===== config.mk =====
export PLATFORM = sky130hd
export DESIGN_NAME = auto_play_sequencer
export DESIGN_NICKNAME = d
export VERILOG_FILES = /design/src/rtl/piano_pkg.sv /design/src/rtl/tick_gen.sv /design/src/rtl/auto_play_sequencer.sv
export SDC_FILE = /design/constraint.sdc
export NUM_CORES = 1
export LEC_CHECK = 0
export BUFFER_PORTS_ARGS = -buffer_cell sky130_fd_sc_hd__buf_2
export CAP_MARGIN = 40
export CELL_PAD_IN_SITES_DETAIL_PLACEMENT = 1
export CELL_PAD_IN_SITES_GLOBAL_PLACEMENT = 1
export CORE_UTILIZATION = 40
export CTS_BUF_LIST = sky130_fd_sc_hd__clkbuf_16
export DETAILED_ROUTE_END_ITERATION = 6
export PLACE_DENSITY = 0.88
export RECOVER_POWER = 25
export SETUP_SLACK_MARGIN = 0.2
export SYNTH_ARGS = -nofsm -noshare
export SYNTH_HDL_FRONTEND = slang
export SYNTH_HIERARCHICAL = 1
export SYNTH_SLANG_ARGS = --single-unit

===== constraint.sdc =====
create_clock -name clk -period 4.38 [get_ports clk]
set_clock_uncertainty 0.1 [all_clocks]
set_input_delay 0.438 -clock clk [delete_from_list [all_inputs] [get_ports clk]]
set_output_delay 0.438 -clock clk [all_outputs]
set_load 0.02 [all_outputs]

===== src/rtl/piano_pkg.sv =====
// Shared definitions for the piano auto-play path: FSM state codes,
// song ROM field layout, tempo unit table and LED decode.
`timescale 1ns/1ps
package piano_pkg;

    // FSM state encoding
    localparam logic [2:0] ST_IDLE  = 3'd0;
    localparam logic [2:0] ST_FETCH = 3'd1;
    localparam logic [2:0] ST_LOAD  = 3'd2;
    localparam logic [2:0] ST_PLAY  = 3'd3;
    localparam logic [2:0] ST_GAP   = 3'd4;
    localparam logic [2:0] ST_DONE  = 3'd5;

    // Song ROM word layout: {note[9:6], octave[5:4], dur[3:0]}
    localparam int NOTE_MSB = 9;
    localparam int OCT_MSB  = 5;
    localparam int DUR_MSB  = 3;

    // Note code that means silence
    localparam logic [3:0] NOTE_REST = 4'd0;

    // One song entry as latched for playback
    typedef struct packed {
        logic [3:0] note;
        logic [1:0] octave;
        logic [3:0] dur;
    } note_rec_t;

    // Ticks per duration unit for each tempo setting
    function automatic logic [4:0] unit_ticks(input logic [1:0] sel);
        case (sel)
            2'b00:   return 5'd25;
            2'b01:   return 5'd20;
            2'b10:   return 5'd15;
            default: return 5'd10;
        endcase
    endfunction

    // One-hot LED for notes 1..7; rests and codes 8..15 light nothing
    function automatic logic [6:0] note_to_led(input logic [3:0] note);
        case (note)
            4'd1:    return 7'b000_0001;
            4'd2:    return 7'b000_0010;
            4'd3:    return 7'b000_0100;
            4'd4:    return 7'b000_1000;
            4'd5:    return 7'b001_0000;
            4'd6:    return 7'b010_0000;
            4'd7:    return 7'b100_0000;
            default: return 7'b000_0000;
        endcase
    endfunction

endpackage


===== src/rtl/tick_gen.sv =====
// Divides the system clock down to the tempo tick. Counts only while
// run is high and can be restarted from zero with clear.
`timescale 1ns/1ps
module tick_gen #(
    parameter int CLK_HZ  = 100_000_000,
    parameter int TICK_HZ = 100
) (
    input  logic clk,
    input  logic reset,
    input  logic clear,
    input  logic run,
    output logic tick
);

    localparam int TICK_DIV = CLK_HZ / TICK_HZ;
    localparam int CNT_W    = (TICK_DIV > 1) ? $clog2(TICK_DIV) : 1;
    localparam logic [CNT_W-1:0] CNT_MAX = CNT_W'(TICK_DIV - 1);

    logic [CNT_W-1:0] cnt_q;

    // Free-running divider, restarted on clear, frozen when not running
    always_ff @(posedge clk) begin
        // NOTE: sequential state is always updated with <= so every flop
        // samples the pre-edge value of its inputs.
        if (reset || clear) begin
            cnt_q <= '0;
        end else if (run) begin
            cnt_q <= (cnt_q == CNT_MAX) ? '0 : cnt_q + 1'b1;
        end
    end

    assign tick = run && (cnt_q == CNT_MAX);

endmodule


===== src/rtl/auto_play_sequencer.sv =====
// Auto-play scheduler: walks the song ROM entry by entry, times each note
// from the tempo tick, and drives the buzzer, LED and display indices.
`timescale 1ns/1ps
module auto_play_sequencer
    import piano_pkg::*;
#(
    parameter int CLK_HZ    = 100_000_000,
    parameter int TICK_HZ   = 100,
    parameter int SONG_LEN  = 64,
    parameter int GAP_TICKS = 2
) (
    input  logic       clk,
    input  logic       reset,
    input  logic       enable,
    input  logic       start_pulse,
    input  logic       next_pulse,
    input  logic       prev_pulse,
    input  logic [1:0] speed_sel,
    output logic [7:0] rom_addr,
    input  logic [9:0] rom_data,
    output logic [3:0] note_out,
    output logic [1:0] octave_out,
    output logic [6:0] led_out,
    output logic [5:0] note_idx,
    output logic [1:0] song_idx,
    output logic       playing,
    output logic       done_pulse
);

    localparam logic [5:0] LAST_IDX  = 6'(SONG_LEN - 1);
    localparam logic [8:0] GAP_LIMIT = 9'(GAP_TICKS);

    logic [2:0] state_q, state_d;
    logic [1:0] song_q,  song_d;
    logic [5:0] idx_q,   idx_d;
    note_rec_t  cur_q,   cur_d;
    logic [4:0] unit_q,  unit_d;
    logic [8:0] tcnt_q,  tcnt_d;

    logic       tick;
    logic       clr_tick;
    logic       run_tick;
    logic       to_idle;
    logic       song_evt;
    logic [8:0] tcnt_inc;
    logic [8:0] play_ticks;
    note_rec_t  rom_rec;

    assign rom_rec    = '{note:   rom_data[NOTE_MSB -: 4],
                          octave: rom_data[OCT_MSB -: 2],
                          dur:    rom_data[DUR_MSB -: 4]};
    assign song_evt   = next_pulse ^ prev_pulse;
    assign run_tick   = (state_q == ST_PLAY) || (state_q == ST_GAP);
    assign tcnt_inc   = tcnt_q + 9'd1;
    assign play_ticks = 9'(cur_q.dur) * 9'(unit_q);

    tick_gen #(
        .CLK_HZ  (CLK_HZ),
        .TICK_HZ (TICK_HZ)
    ) u_tick_gen (
        .clk   (clk),
        .reset (reset),
        .clear (clr_tick),
        .run   (run_tick),
        .tick  (tick)
    );

    // Next-state logic: user overrides first, then the note sequencing FSM
    always_comb begin
        // NOTE: every signal assigned here gets a default first so no path
        // leaves one unassigned and infers a latch.
        state_d  = state_q;
        song_d   = song_q;
        idx_d    = idx_q;
        cur_d    = cur_q;
        unit_d   = unit_q;
        tcnt_d   = tick ? tcnt_inc : tcnt_q;
        clr_tick = 1'b0;
        to_idle  = 1'b0;

        if (song_evt) begin
            // Song change beats any start request in the same cycle
            song_d  = next_pulse ? song_q + 2'd1 : song_q - 2'd1;
            to_idle = 1'b1;
        end else if (!enable) begin
            to_idle = 1'b1;
        end else if (start_pulse && playing) begin
            to_idle = 1'b1;
        end else begin
            case (state_q)
                ST_IDLE: begin
                    if (start_pulse) begin
                        state_d = ST_FETCH;
                        idx_d   = '0;
                    end
                end
                ST_FETCH: state_d = ST_LOAD;
                ST_LOAD: begin
                    if (rom_rec.dur == 4'd0) begin
                        state_d = ST_DONE;
                        idx_d   = '0;
                        cur_d   = '0;
                    end else begin
                        state_d  = ST_PLAY;
                        cur_d    = rom_rec;
                        unit_d   = unit_ticks(speed_sel);
                        tcnt_d   = '0;
                        clr_tick = 1'b1;
                    end
                end
                ST_PLAY: begin
                    if (tick && (tcnt_inc >= play_ticks)) begin
                        state_d    = ST_GAP;
                        cur_d.note = NOTE_REST;
                        tcnt_d     = '0;
                        clr_tick   = 1'b1;
                    end
                end
                ST_GAP: begin
                    if (tick && (tcnt_inc >= GAP_LIMIT)) begin
                        if (idx_q == LAST_IDX) begin
                            state_d = ST_DONE;
                            idx_d   = '0;
                            cur_d   = '0;
                        end else begin
                            state_d = ST_FETCH;
                            idx_d   = idx_q + 6'd1;
                        end
                    end
                end
                ST_DONE:  state_d = ST_IDLE;
                default:  state_d = ST_IDLE;
            endcase
        end

        if (to_idle) begin
            state_d = ST_IDLE;
            idx_d   = '0;
            cur_d   = '0;
        end
    end

    // State registers, cleared by synchronous reset
    always_ff @(posedge clk) begin
        if (reset) begin
            state_q <= ST_IDLE;
            song_q  <= '0;
            idx_q   <= '0;
            cur_q   <= '0;
            unit_q  <= '0;
            tcnt_q  <= '0;
        end else begin
            state_q <= state_d;
            song_q  <= song_d;
            idx_q   <= idx_d;
            cur_q   <= cur_d;
            unit_q  <= unit_d;
            tcnt_q  <= tcnt_d;
        end
    end

    // Outputs decode straight from registered state
    assign rom_addr   = {song_q, idx_q};
    assign note_idx   = idx_q;
    assign song_idx   = song_q;
    assign note_out   = (state_q == ST_PLAY) ? cur_q.note : NOTE_REST;
    assign octave_out = run_tick ? cur_q.octave : 2'd0;
    assign led_out    = (state_q == ST_PLAY) ? note_to_led(cur_q.note) : 7'd0;
    assign playing    = (state_q == ST_FETCH) || (state_q == ST_LOAD) || run_tick;
    assign done_pulse = (state_q == ST_DONE);

endmodule

==> results of run 1 <==
## per-layer routing
layer | up-vias | track usage (%) | share of wire [%]
met5 | - | 0 | 0
met4 | 0 | 11.8 | 3.8
met3 | 49 | 3.69 | 5.5
met2 | 173 | 46.7 | 52
met1 | 1959 | 29.3 | 38
li1 | 1760 | - | -
## final timing paths
kind	start	end	slack (ps)
max reg2reg	cur_q[1]	u_tick_gen/cnt_q[12]	-80
min	rom_data[0]	cur_q[0]	310
max	cur_q[1]	u_tick_gen/cnt_q[12]	-80
min reg2reg	cur_q[4]	cur_q[4]	410
## cell usage after synthesis, drive strengths merged
cell | number | area share (%)
nor2 | 60 | 6.6
dfxtp | 55 | 28
nand2 | 45 | 4.2
ha | 31 | 9.7
a21oi | 30 | 4.3
and2 | 21 | 3.4
nand3 | 20 | 2.5
xnor2 | 20 | 4.4
inv | 19 | 1.8
xor2 | 19 | 4.2
buf | 18 | 3.6
nand4 | 11 | 2.2
o21ai | 11 | 1.4
and3 | 10 | 1.7
nand2b | 10 | 1.8
nor3 | 10 | 1.3
nor4 | 10 | 1.6
clkbuf | 8 | 0.75
fa | 6 | 3.0
or2 | 6 | 0.94
a211oi | 5 | 0.94
a21o | 5 | 0.94
mux2i | 5 | 1.3
or4 | 5 | 1.0
a32o | 4 | 1.0
and4 | 4 | 0.91
or3 | 4 | 0.63
nor3b | 3 | 0.56
nor4b | 3 | 0.66
o211ai | 3 | 0.81
nor2b | 2 | 0.31
o21bai | 2 | 0.38
o31ai | 2 | 0.38
o41ai | 2 | 1.1
a211o | 1 | 0.25
a311o | 1 | 0.25
a31oi | 1 | 0.16
a41o | 1 | 0.25
and3b | 1 | 0.22
mux2 | 1 | 0.28
o221ai | 1 | 0.22
o311a | 1 | 0.25
o311ai | 1 | 0.22
or3b | 1 | 0.22
## metrics by stage
stage / TNS (ps) / instances / cell area (µm²) / total power, mW / setup WS, ps
4_1_cts: 0 / 659 / 4630 / 1.00 / 149
2_1_floorplan: 0 / 479 / 4010 / 0.563 / 208
3_5_place_dp: -2740 / 642 / 4310 / 0.585 / -188
3_3_place_gp: 0 / 642 / 4310 / 0.581 / 63.2
6_report: -273 / 661 / 4820 / 1.01 / -80.5
5_1_grt: -3440 / 661 / 4820 / 1.04 / -211
## cell type report
type / count / area, µm² / share of cell area, %
sequential: 55 / 1120 / 23.2
clock inverter: 3 / 22.5 / 0.468
inverter: 19 / 71.3 / 1.48
tap: 133 / 166 / 3.45
multi-input combinational: 379 / 2900 / 60.2
clock buffer: 5 / 125 / 2.60
timing repair buffer: 67 / 414 / 8.60
## sequential cells by signal, indices dropped and copies added, names as in the netlist
signal,count
song_idx,2
unit_q,5
state_q,3
tcnt_q,9
note_idx,6
cur_q,10
u_tick_gen/cnt_q,20
## report_power, final
group          switching (mW)  internal, mW
clock                   0.213         0.215
combinational          0.0523        0.0270
sequential            0.00437         0.500
total                   0.270         0.742
## cells by family (layout without fill, tap and decap cells)
kind of cell             after synthesis  in the layout  synth area share [%]
adder cells (fa/ha/maj)               37             37                  12.7
XOR/XNOR                              39             39                  8.55
buffers and inverters                 45             94                  6.11
AO/OA/AOI/OAI                         71             71                  12.8
multiplexers                           6              6                  1.54
AND/OR/NAND/NOR                      226            226                  30.7
flip-flops                            55             55                  27.6
## worst max-delay path: stages, from the launching register on
cell	delay, ps
dfxtp_4	370
buf_12	120
and2_4	150
fa_1	500
inv_2	40
fa_1	490
inv_2	50
ha_4	230
a21oi_4	170
o21bai_4	110
a21o_1	210
a21oi_2	160
xor2_1	190
ha_1	280
a21oi_2	190
o21ai_2	90
a41o_1	210
nor2_2	160
o41ai_4	150
buf_4	170
buf_8	130
nor2_2	100
## timing repair
item                                    4_1_cts  5_1_grt
resized for setup                            22       43
pin swaps                                    21       25
endpoints found under the hold margin         0        0
setup buffers                                 7        2
gates cloned                                  2        0
endpoints found under the setup margin       36       36
## cell usage in the layout (no fill, tap or decap), types with 8 or more instances in the layout
cell type,instances
clkbuf_1,18
nor2_1,41
xor2_1,19
nand2b_1,9
inv_1,16
nor4_1,9
nand2_1,39
dfxtp_1,49
o21ai_0,9
and2_1,19
nand3_1,20
a21oi_2,13
ha_1,29
and3_1,9
a21oi_1,15
nand4_1,8
buf_4,14
xnor2_1,19
buf_2,30
nor3_1,10
nor2_4,12
==> run summary, run 1 <==
## Hold path
* **worst hold stages** 3
* **Hold Crit Class** in2reg

## Drt
* **Iteration-0 DRC Markers** 211
* **detailed-route wire length** 14,400 µm
* **final routed DRC violation total** 0
* **vias after detailed routing** 3,941
* **WL per Instance** 21.8 µm
* **total iterations of the first detailed-routing run** 7
* **count of antenna-violating nets left after detailed routing** 0
* **average via count per standard cell** 5.96

## Logic synthesis
* **count of mapped cells out of synthesis** 479
* **Netlist Area Pre-Place** 3990 µm²
* **number of warnings issued by yosys** 6
* **distinct cell type count after synthesis** 59
* **average size of a mapped cell** 8.34 µm²
* **Net Count, Synth** 534
* **number of synthesized register bits** 55
* **portion of the post-synthesis area used by sequential elements** 27.6%

## Power
* **peak ir drop on the vdd network** 143 µV
* **ratio of total power to cell area** 210 nW/µm²
* **leakage power** 1.88 nW

## Status
* **status** finished, violations left
* **failing checks** setup timing

## Finish
* **final core area utilization** 49.5%
* **layout net count** 582
* **fillers** 1,178
* **share of post-route cells with drive strength above 1** 25.4%
* **synth-to-layout area growth** 20.6%
* **diode count** 0

## STA
* **Max-Slew Margin vs Limit** 37.2%
* **post-route worst hold slack** 315 ps
* **number of hold-slack violations in the final timing report** 0
* **minimum clock period** 4460 ps
* **RSZ-0062 raised after global routing** true
* **Worst-Margin Slew** 942 ps
* **max-slew violation total from the final report** 0
* **Final Cycle Share** 102%
* **peak clock frequency supported by timing** 224 MHz
* **setup violation total in the final timing report** 8
* **post-layout worst setup margin** -80.5 ps

## Floorplanning
* **starting density of the core** 41.0%
* **DIE HEIGHT** 102 µm
* **die extent in x** 102 µm
* **core footprint** 9730 µm²
* **I/O pin total** 49
* **num rows** 36
* **area enclosed by the die boundary** 10,400 µm²

## Clock tree
* **clock tree from TritonCTS** built
* **Clock Tree Buf Depth** 2
* **clock edge transition at the registers on the reported setup and hold paths** 80 ps
* **buffer type at the clock tree root** clkbuf_16
* **number of clock sinks** 55
* **H-tree level count** 2
* **later-pin clock latency in the skew report** 310 ps
* **number of buffers created by CTS** 5
* **CTS Hold Bufs** 0

## Global routing
* **overall track demand over capacity in global routing** 25.5%
* **largest net degree at the start of global routing** 21
* **vias in the first global route** 4,025
* **antenna violations before repair** 0
* **total congestion overflow** 0
* **wire length of the first global-routing pass** 20,400 µm

## Critical path
* **kind of start point of the critical path** flop
* **worst reg2reg path depth** 21
* **data arrival time of the critical path** 4600 ps
* **Critical Path Fanout Max** 5
* **critical setup path kind** reg2reg
* **endpoint type of the worst setup path** flop
* **required time worst endpoint** 4520 ps

## Place
* **Buffers on Ports** 48
* **weighted congestion reported at the end of routability-driven placement** 0.854
* **sum of net half-perimeters after detailed placement** 8110 µm

## Run
* **max-cap violation count** 0

Note: power is estimated with default switching activity, not from simulation.
==> run 2: changes to the inputs <==
--- a/config.mk
+++ b/config.mk
@@ -9,11 +9,11 @@
 export CAP_MARGIN = 40
 export CELL_PAD_IN_SITES_DETAIL_PLACEMENT = 1
 export CELL_PAD_IN_SITES_GLOBAL_PLACEMENT = 1
+export CORE_MARGIN = 10
 export CORE_UTILIZATION = 40
 export CTS_BUF_LIST = sky130_fd_sc_hd__clkbuf_16
 export DETAILED_ROUTE_END_ITERATION = 6
 export PLACE_DENSITY = 0.88
-export RECOVER_POWER = 25
 export SETUP_SLACK_MARGIN = 0.2
 export SYNTH_ARGS = -nofsm -noshare
 export SYNTH_HDL_FRONTEND = slang
==> run 2 against run 1 <==
Net effect: worst hold slack about the same; sequential cell count unchanged; final area decreased by 2.3%; largest power group unchanged; non-clock buffer count increased by 4; the run still ends with setup timing left; global-route usage decreased by 8.0 points; via count decreased by 5.7%; total power increased by 3.8%; combinational power decreased by 4.7%; sequential share of layout area increased by 0.56 points.
==> run summary, run 2 (synthesis gave the netlist of run 1 again) <==
## Clock tree
* **Clock Tree Buf Depth** 2, unchanged
* **clock tree from TritonCTS** built
* **CTS Hold Bufs** 0, unchanged
* **number of clock sinks** 55, unchanged
* **number of buffers created by CTS** 5, unchanged
* **clock edge transition at the registers on the reported setup and hold paths** 80 ps, about the same
* **buffer type at the clock tree root** clkbuf_16
* **H-tree level count** 2, unchanged
* **later-pin clock latency in the skew report** 300 ps, about the same

## Critical path
* **slowest stage cell on the critical path** fa_1
* **launch instance of the worst register-to-register path** cur_q[3]
* **endpoint type of the worst setup path** flop
* **kind of start point of the critical path** flop
* **worst reg2reg path depth** 20, -4.8%
* **slowest cell delay on critical path** 530 ps, +30 ps
* **required time worst endpoint** 4520 ps, about the same
* **worst path cell trace** and2_4, fa_1, inv_1, fa_1, inv_1, ha_4, a21oi_2, o21bai_1, a21o_1, a21oi_2, xor2_1, ha_1, a21oi_2, o21ai_1, a41o_1, nor2_2, o41ai_4, buf_4, buf_6, a21oi_2
* **Critical Path Fanout Max** 5, unchanged
* **setup slack of the most critical reg-to-reg path** -5 ps, +80 ps
* **critical setup path kind** reg2reg
* **crit-path most repeated cell** a21oi_2
* **data arrival time of the critical path** 4530 ps, -70 ps
* **worst reg2reg endpoint** u_tick_gen/cnt_q[14]

## Finish
* **most common cell after layout, fill and taps aside** dfxtp_1
* **Design Area, Final** 4710 µm², -2.3%
* **largest registers ranked by flip-flop count** u_tick_gen/cnt_q (20), cur_q (10), tcnt_q (9)
* **diode count** 0, unchanged
* **final core area utilization** 48.4%, -1.1 points
* **most frequent cells in the layout** dfxtp_1, buf_2, nand2_1, nor2_1, ha_1
* **register bank with the most flops** u_tick_gen/cnt_q
* **layout net count** 586, +0.69%
* **synth-to-layout area growth** 17.9%
* **Largest register FFs** 20, unchanged
* **Post-Layout Cell Count** 665, +0.61%
* **share of post-route cells with drive strength above 1** 26.5%, +1.1 points

## Status
* **failing checks** setup timing
* **status** finished, violations left

## Power
* **ratio of total power to cell area** 223 nW/µm², +6.2%
* **peak ir drop on the vdd network** 152 µV, +6.5%
* **leakage power** 1.98 nW, +5.2%

## Floorplanning
* **starting density of the core** 41.0%, unchanged
* **DIE HEIGHT** 120 µm, +18%
* **I/O pin total** 49, unchanged
* **area enclosed by the die boundary** 14,400 µm², +38%
* **die extent in x** 120 µm, +18%
* **core footprint** 9730 µm², unchanged
* **num rows** 36, unchanged

## Hold path
* **worst min-delay path endpoint** cur_q[0]
* **Hold Crit Class** in2reg
* **Min-Delay Startpoint** rom_data[0]
* **worst hold stages** 3, unchanged

## Drt
* **WL per Instance** 19.1 µm, -12%
* **total iterations of the first detailed-routing run** 4, -3
* **Met1 Routed Length** 5330 µm, -3.3%
* **detailed-route wire length** 12,700 µm, -12%
* **Iteration-0 DRC Markers** 131, -38%
* **count of antenna-violating nets left after detailed routing** 0, unchanged
* **vias after detailed routing** 3,716, -5.7%
* **final routed DRC violation total** 0, unchanged
* **Met3 Wirelength** 355 µm, -56%
* **average via count per standard cell** 5.59, -6.3%
* **DR top layer** met4
* **amount of wire on met2 after detailed routing** 6740 µm, -11%

## STA
* **post-layout worst setup margin** -5.22 ps, +75.3 ps
* **Worst-Margin Slew** 769 ps, -172 ps
* **peak clock frequency supported by timing** 228 MHz, +1.7%
* **post-route worst hold slack** 315 ps, +0.00900 ps
* **setup violation total in the final timing report** 2, -6
* **Max-Slew Margin vs Limit** 48.7%, +11 points
* **max-slew violation total from the final report** 0, unchanged
* **final total negative setup slack** -7.35 ps, +266 ps
* **RSZ-0062 raised after global routing** true
* **number of hold-slack violations in the final timing report** 0, unchanged
* **minimum clock period** 4390 ps, -75.3 ps
* **Final Cycle Share** 100%, -1.7 points

## Global routing
* **antenna violations before repair** 0, unchanged
* **vias in the first global route** 3,949, -1.9%
* **overall track demand over capacity in global routing** 17.5%, -8.0 points
* **total congestion overflow** 0, unchanged
* **wire length of the first global-routing pass** 20,900 µm, +2.7%
* **largest net degree at the start of global routing** 21, unchanged

## Place
* **weighted congestion reported at the end of routability-driven placement** 0.856, +0.23%
* **DP Cell Count** 642, unchanged
* **sum of net half-perimeters after detailed placement** 8380 µm, +3.4%
* **Buffers on Ports** 48, unchanged
* **area after detailed placement** 4310 µm², unchanged

## Run
* **max-cap violation count** 0, unchanged

run 2: cell types whose count changed in the layout (fill, tap and decap cells not counted), sizes merged:
cell	previous run	this run
clkbuf	24	6
bufinv	0	1
clkinvlp	1	0
buf	48	70
clkinv	1	0
inv	20	21
run 2: repair_timing:
item	CTS	global route
gates resized for setup	20	11
pin swaps	22	10
setup buffers	10	3
cloned	2	0
setup endpoints to repair	36	36
run 2: worst max path at each step:
stage / to / slack (ps) / start / depth (start not counted)
after floorplan: tcnt_q[1] / 210 / unit_q[0] / 19
after global placement: cur_q[9] / 50 / cur_q[2] / 17
after detailed placement: state_q[0] / -120 / cur_q[2] / 17
after CTS: u_tick_gen/cnt_q[17] / 150 / unit_q[2] / 19
after global routing: u_tick_gen/cnt_q[6] / -160 / cur_q[1] / 20
final: u_tick_gen/cnt_q[14] / -5 / cur_q[3] / 20
run 2: final cells by class:
type | instances | area [µm²]
clock buffers | 5 | 125
fillers | 1201 | 5020
flip-flops and latches | 55 | 1120
well taps | 133 | 166
inverters | 19 | 71.3
multi-input cells | 379 | 2740
repair buffers | 71 | 447
clock inverters | 3 | 42.5
run 2: stage by stage:
stage          setup WS, ps  power (mW)
3_3_place_gp           53.7       0.582
2_1_floorplan           208       0.563
5_1_grt                -162        1.08
6_report              -5.22        1.05
3_5_place_dp           -121       0.586
4_1_cts                 151        1.05
run 2: layer usage:
metal,vias up,GRT usage [%]
met3,30,2.53
li1,1763,-
met2,90,32.9
met4,0,5.58
met1,1833,19.8
met5,-,0
run 2: worst max-delay path: cells and delay by family, from the launching register on:
family | cells | cell delay, ps
flip-flops | 1 | 360
XOR/XNOR | 1 | 190
adder cells (fa/ha/maj) | 4 | 1560
AO/OA/AOI/OAI | 9 | 1380
AND/OR/NAND/NOR | 2 | 310
buffers and inverters | 4 | 400
run 2: power by group:
group / total [mW] / switching (mW) / internal [mW]
Sequential: 0.503 / 0.00382 / 0.499
Combinational: 0.0756 / 0.0470 / 0.0286
Clock: 0.471 / 0.200 / 0.271
==> run 3: changes to the inputs <==
--- a/config.mk
+++ b/config.mk
@@ -13,7 +13,7 @@
 export CORE_UTILIZATION = 40
 export CTS_BUF_LIST = sky130_fd_sc_hd__clkbuf_16
 export DETAILED_ROUTE_END_ITERATION = 6
-export PLACE_DENSITY = 0.88
+export PLACE_DENSITY = 0.84
 export SETUP_SLACK_MARGIN = 0.2
 export SYNTH_ARGS = -nofsm -noshare
 export SYNTH_HDL_FRONTEND = slang
==> run 3 against run 2 <==
Net effect: the run still ends with setup timing left; worst hold slack improved by 2.3 ps; combinational power increased by 6.1%; critical endpoint is now u_tick_gen/cnt_q[3]; register-to-register slack about the same.
==> run summary, run 3 (synthesis gave the netlist of run 1 again) <==
## Finish
* **area of the multi-input gates** 2780 µm², +1.6%
* **most frequent cells in the layout** dfxtp_1, buf_2, nand2_1, nor2_1, ha_1
* **diode count** 0, unchanged
* **register area** 1120 µm², +0.11%
* **fillers** 1,183, -1.5%
* **Design Area, Final** 4750 µm², +0.80%
* **share of post-route cells with drive strength above 1** 27.6%, +1.1 points
* **synth-to-layout area growth** 18.8%
* **register bank with the most flops** u_tick_gen/cnt_q
* **layout net count** 587, +0.17%
* **largest registers ranked by flip-flop count** u_tick_gen/cnt_q (20), cur_q (10), tcnt_q (9)
* **Largest register FFs** 20, unchanged
* **most common cell after layout, fill and taps aside** dfxtp_1

## STA
* **Max-Slew Margin vs Limit** 37.8%, -11 points
* **number of hold-slack violations in the final timing report** 0, unchanged
* **minimum clock period** 4390 ps, +8.32 ps
* **final total negative setup slack** -32.7 ps, -25.4 ps
* **RSZ-0062 raised after global routing** true
* **setup violation total in the final timing report** 5, +3
* **post-route worst hold slack** 317 ps, +2.28 ps
* **peak clock frequency supported by timing** 228 MHz, -0.19%
* **Worst-Margin Slew** 925 ps, +156 ps
* **max-slew violation total from the final report** 0, unchanged
* **post-layout worst setup margin** -13.5 ps, -8.32 ps
* **Final Cycle Share** 100%, +0.19 points

## Power
* **peak ir drop on the vdd network** 154 µV, +1.5%
* **internal power summed over all cells** 745 µW, -6.7%
* **switching part of the total** 25.6%, +1.6 points
* **share of power burned in combinational logic** 8.0%, +0.8 points
* **net switching power** 256 µW, +1.8%
* **share of power burned in registers** 50.2%, +2.3 points
* **overall power of the completed layout** 1.00 mW, -4.7%
* **clock group share of total power** 41.8%, -3.1 points
* **leakage power** 1.98 nW, about the same
* **ratio of total power to cell area** 211 nW/µm², -5.4%

## Critical path
* **required time worst endpoint** 4470 ps, -50 ps
* **launch instance of the worst register-to-register path** cur_q[3]
* **critical setup path kind** reg2reg
* **worst reg2reg path depth** 20, unchanged
* **worst reg2reg endpoint** u_tick_gen/cnt_q[3]
* **kind of start point of the critical path** flop
* **endpoint type of the worst setup path** flop
* **setup slack of the most critical reg-to-reg path** -10 ps, about the same
* **Critical Path Fanout Max** 5, unchanged
* **Critical Path Source** cur_q[3]
* **data arrival time of the critical path** 4490 ps, -40 ps

## Global routing
* **wire length of the first global-routing pass** 20,200 µm, -3.6%
* **met3 capacity usage during global routing** 2.77%, +0.23 points
* **overall track demand over capacity in global routing** 16.8%, -0.77 points
* **GRT met2 Usage** 30.8%, -2.1 points
* **total congestion overflow** 0, unchanged
* **largest net degree at the start of global routing** 21, unchanged
* **vias in the first global route** 4,015, +1.7%
* **busiest layer in global routing** met2
* **met1 Track Usage GR** 18.9%, -0.97 points
* **antenna violations before repair** 0, unchanged

## Hold path
* **worst hold stages** 3, unchanged
* **Min-Delay Startpoint** rom_data[3]
* **worst min-delay path endpoint** cur_q[3]
* **Hold Crit Class** in2reg

## Place
* **Buffers on Ports** 48, unchanged
* **sum of net half-perimeters after detailed placement** 8310 µm, -0.91%
* **weighted congestion reported at the end of routability-driven placement** 0.843, -1.5%
* **area after detailed placement** 4310 µm², unchanged
* **Place WS** -197 ps, -75.9 ps

## Drt
* **WL per Instance** 18.9 µm, -1.1%
* **detailed-route wire length** 12,600 µm, -0.91%
* **vias after detailed routing** 3,687, -0.78%
* **final routed DRC violation total** 0, unchanged
* **average via count per standard cell** 5.54, -0.93%
* **Iteration-0 DRC Markers** 122, -6.9%
* **count of antenna-violating nets left after detailed routing** 0, unchanged
* **total iterations of the first detailed-routing run** 4, unchanged

## Floorplanning
* **DIE HEIGHT** 120 µm, unchanged
* **num rows** 36, unchanged
* **area enclosed by the die boundary** 14,400 µm², unchanged
* **starting density of the core** 41.0%, unchanged
* **I/O pin total** 49, unchanged
* **die extent in x** 120 µm, unchanged
* **core footprint** 9730 µm², unchanged

## Status
* **failing checks** setup timing
* **status** finished, violations left

## Clock tree
* **number of buffers created by CTS** 5, unchanged
* **Clock Tree Buf Depth** 2, unchanged
* **clock tree from TritonCTS** built
* **later-pin clock latency in the skew report** 300 ps, about the same
* **number of clock sinks** 55, unchanged
* **H-tree level count** 2, unchanged
* **buffer type at the clock tree root** clkbuf_16
* **CTS Hold Bufs** 0, unchanged
* **clock edge transition at the registers on the reported setup and hold paths** 80 ps, about the same

## Run
* **max-cap violation count** 0, unchanged

[run 3: worst max-delay path, cell delays in order, from the launching register on]
cell and delay [ps]:
dfxtp_4 370, nand2_4 50, fa_1 530, inv_1 50, fa_1 510, inv_1 60
fa_2 360, inv_2 80, a21oi_4 60, o21bai_4 150, xnor2_1 110, ha_1 350
nand4_1 130, o311a_1 380, o21ai_1 170, a41o_1 260, nor2_2 70, o41ai_4 100
buf_4 210, buf_6 120, nor2_2 40
[run 3: final cells by class]
class / instances / share of cell area, %
clock buffers: 5 / 2.64
clock inverters: 3 / 0.475
inverters: 19 / 1.50
multi-input cells: 380 / 58.6
flip-flops and latches: 55 / 23.6
well taps: 133 / 3.51
repair buffers: 71 / 9.65
[run 3: per-layer routing]
metal,vias up,share of wire (%)
met2,64,53
li1,1768,-
met5,-,0
met3,17,2.4
met4,0,2.2
met1,1838,42
[run 3: per-stage QoR]
step,instances,utilization [%]
after floorplan,479,-
after global placement,642,44.3
after detailed placement,642,44.3
after CTS,659,47.5
after global routing,666,48.8
final,666,48.8
[run 3: what timing repair did]
action,CTS,global route
gates resized for setup,22,23
pin swaps,16,11
buffers inserted,7,6
gates cloned,2,1
setup endpoints to repair,36,40
[run 3: how the worst max path moves through the flow]
stage | endpoint | slack (ps)
after floorplan | tcnt_q[1] | 210
after global placement | cur_q[9] | 40
after detailed placement | cur_q[9] | -200
after CTS | u_tick_gen/cnt_q[17] | 150
after global routing | u_tick_gen/cnt_q[3] | -80
final | u_tick_gen/cnt_q[3] | -10
[run 3: power by group through the flow]
stage	Sequential, mW	Combinational (mW)	Clock (mW)
after floorplan	0.521	0.0420	0
after global placement	0.517	0.0645	0
after detailed placement	0.518	0.0682	0
after CTS	0.504	0.0752	0.422
after global routing	0.503	0.0864	0.450
final	0.503	0.0802	0.418
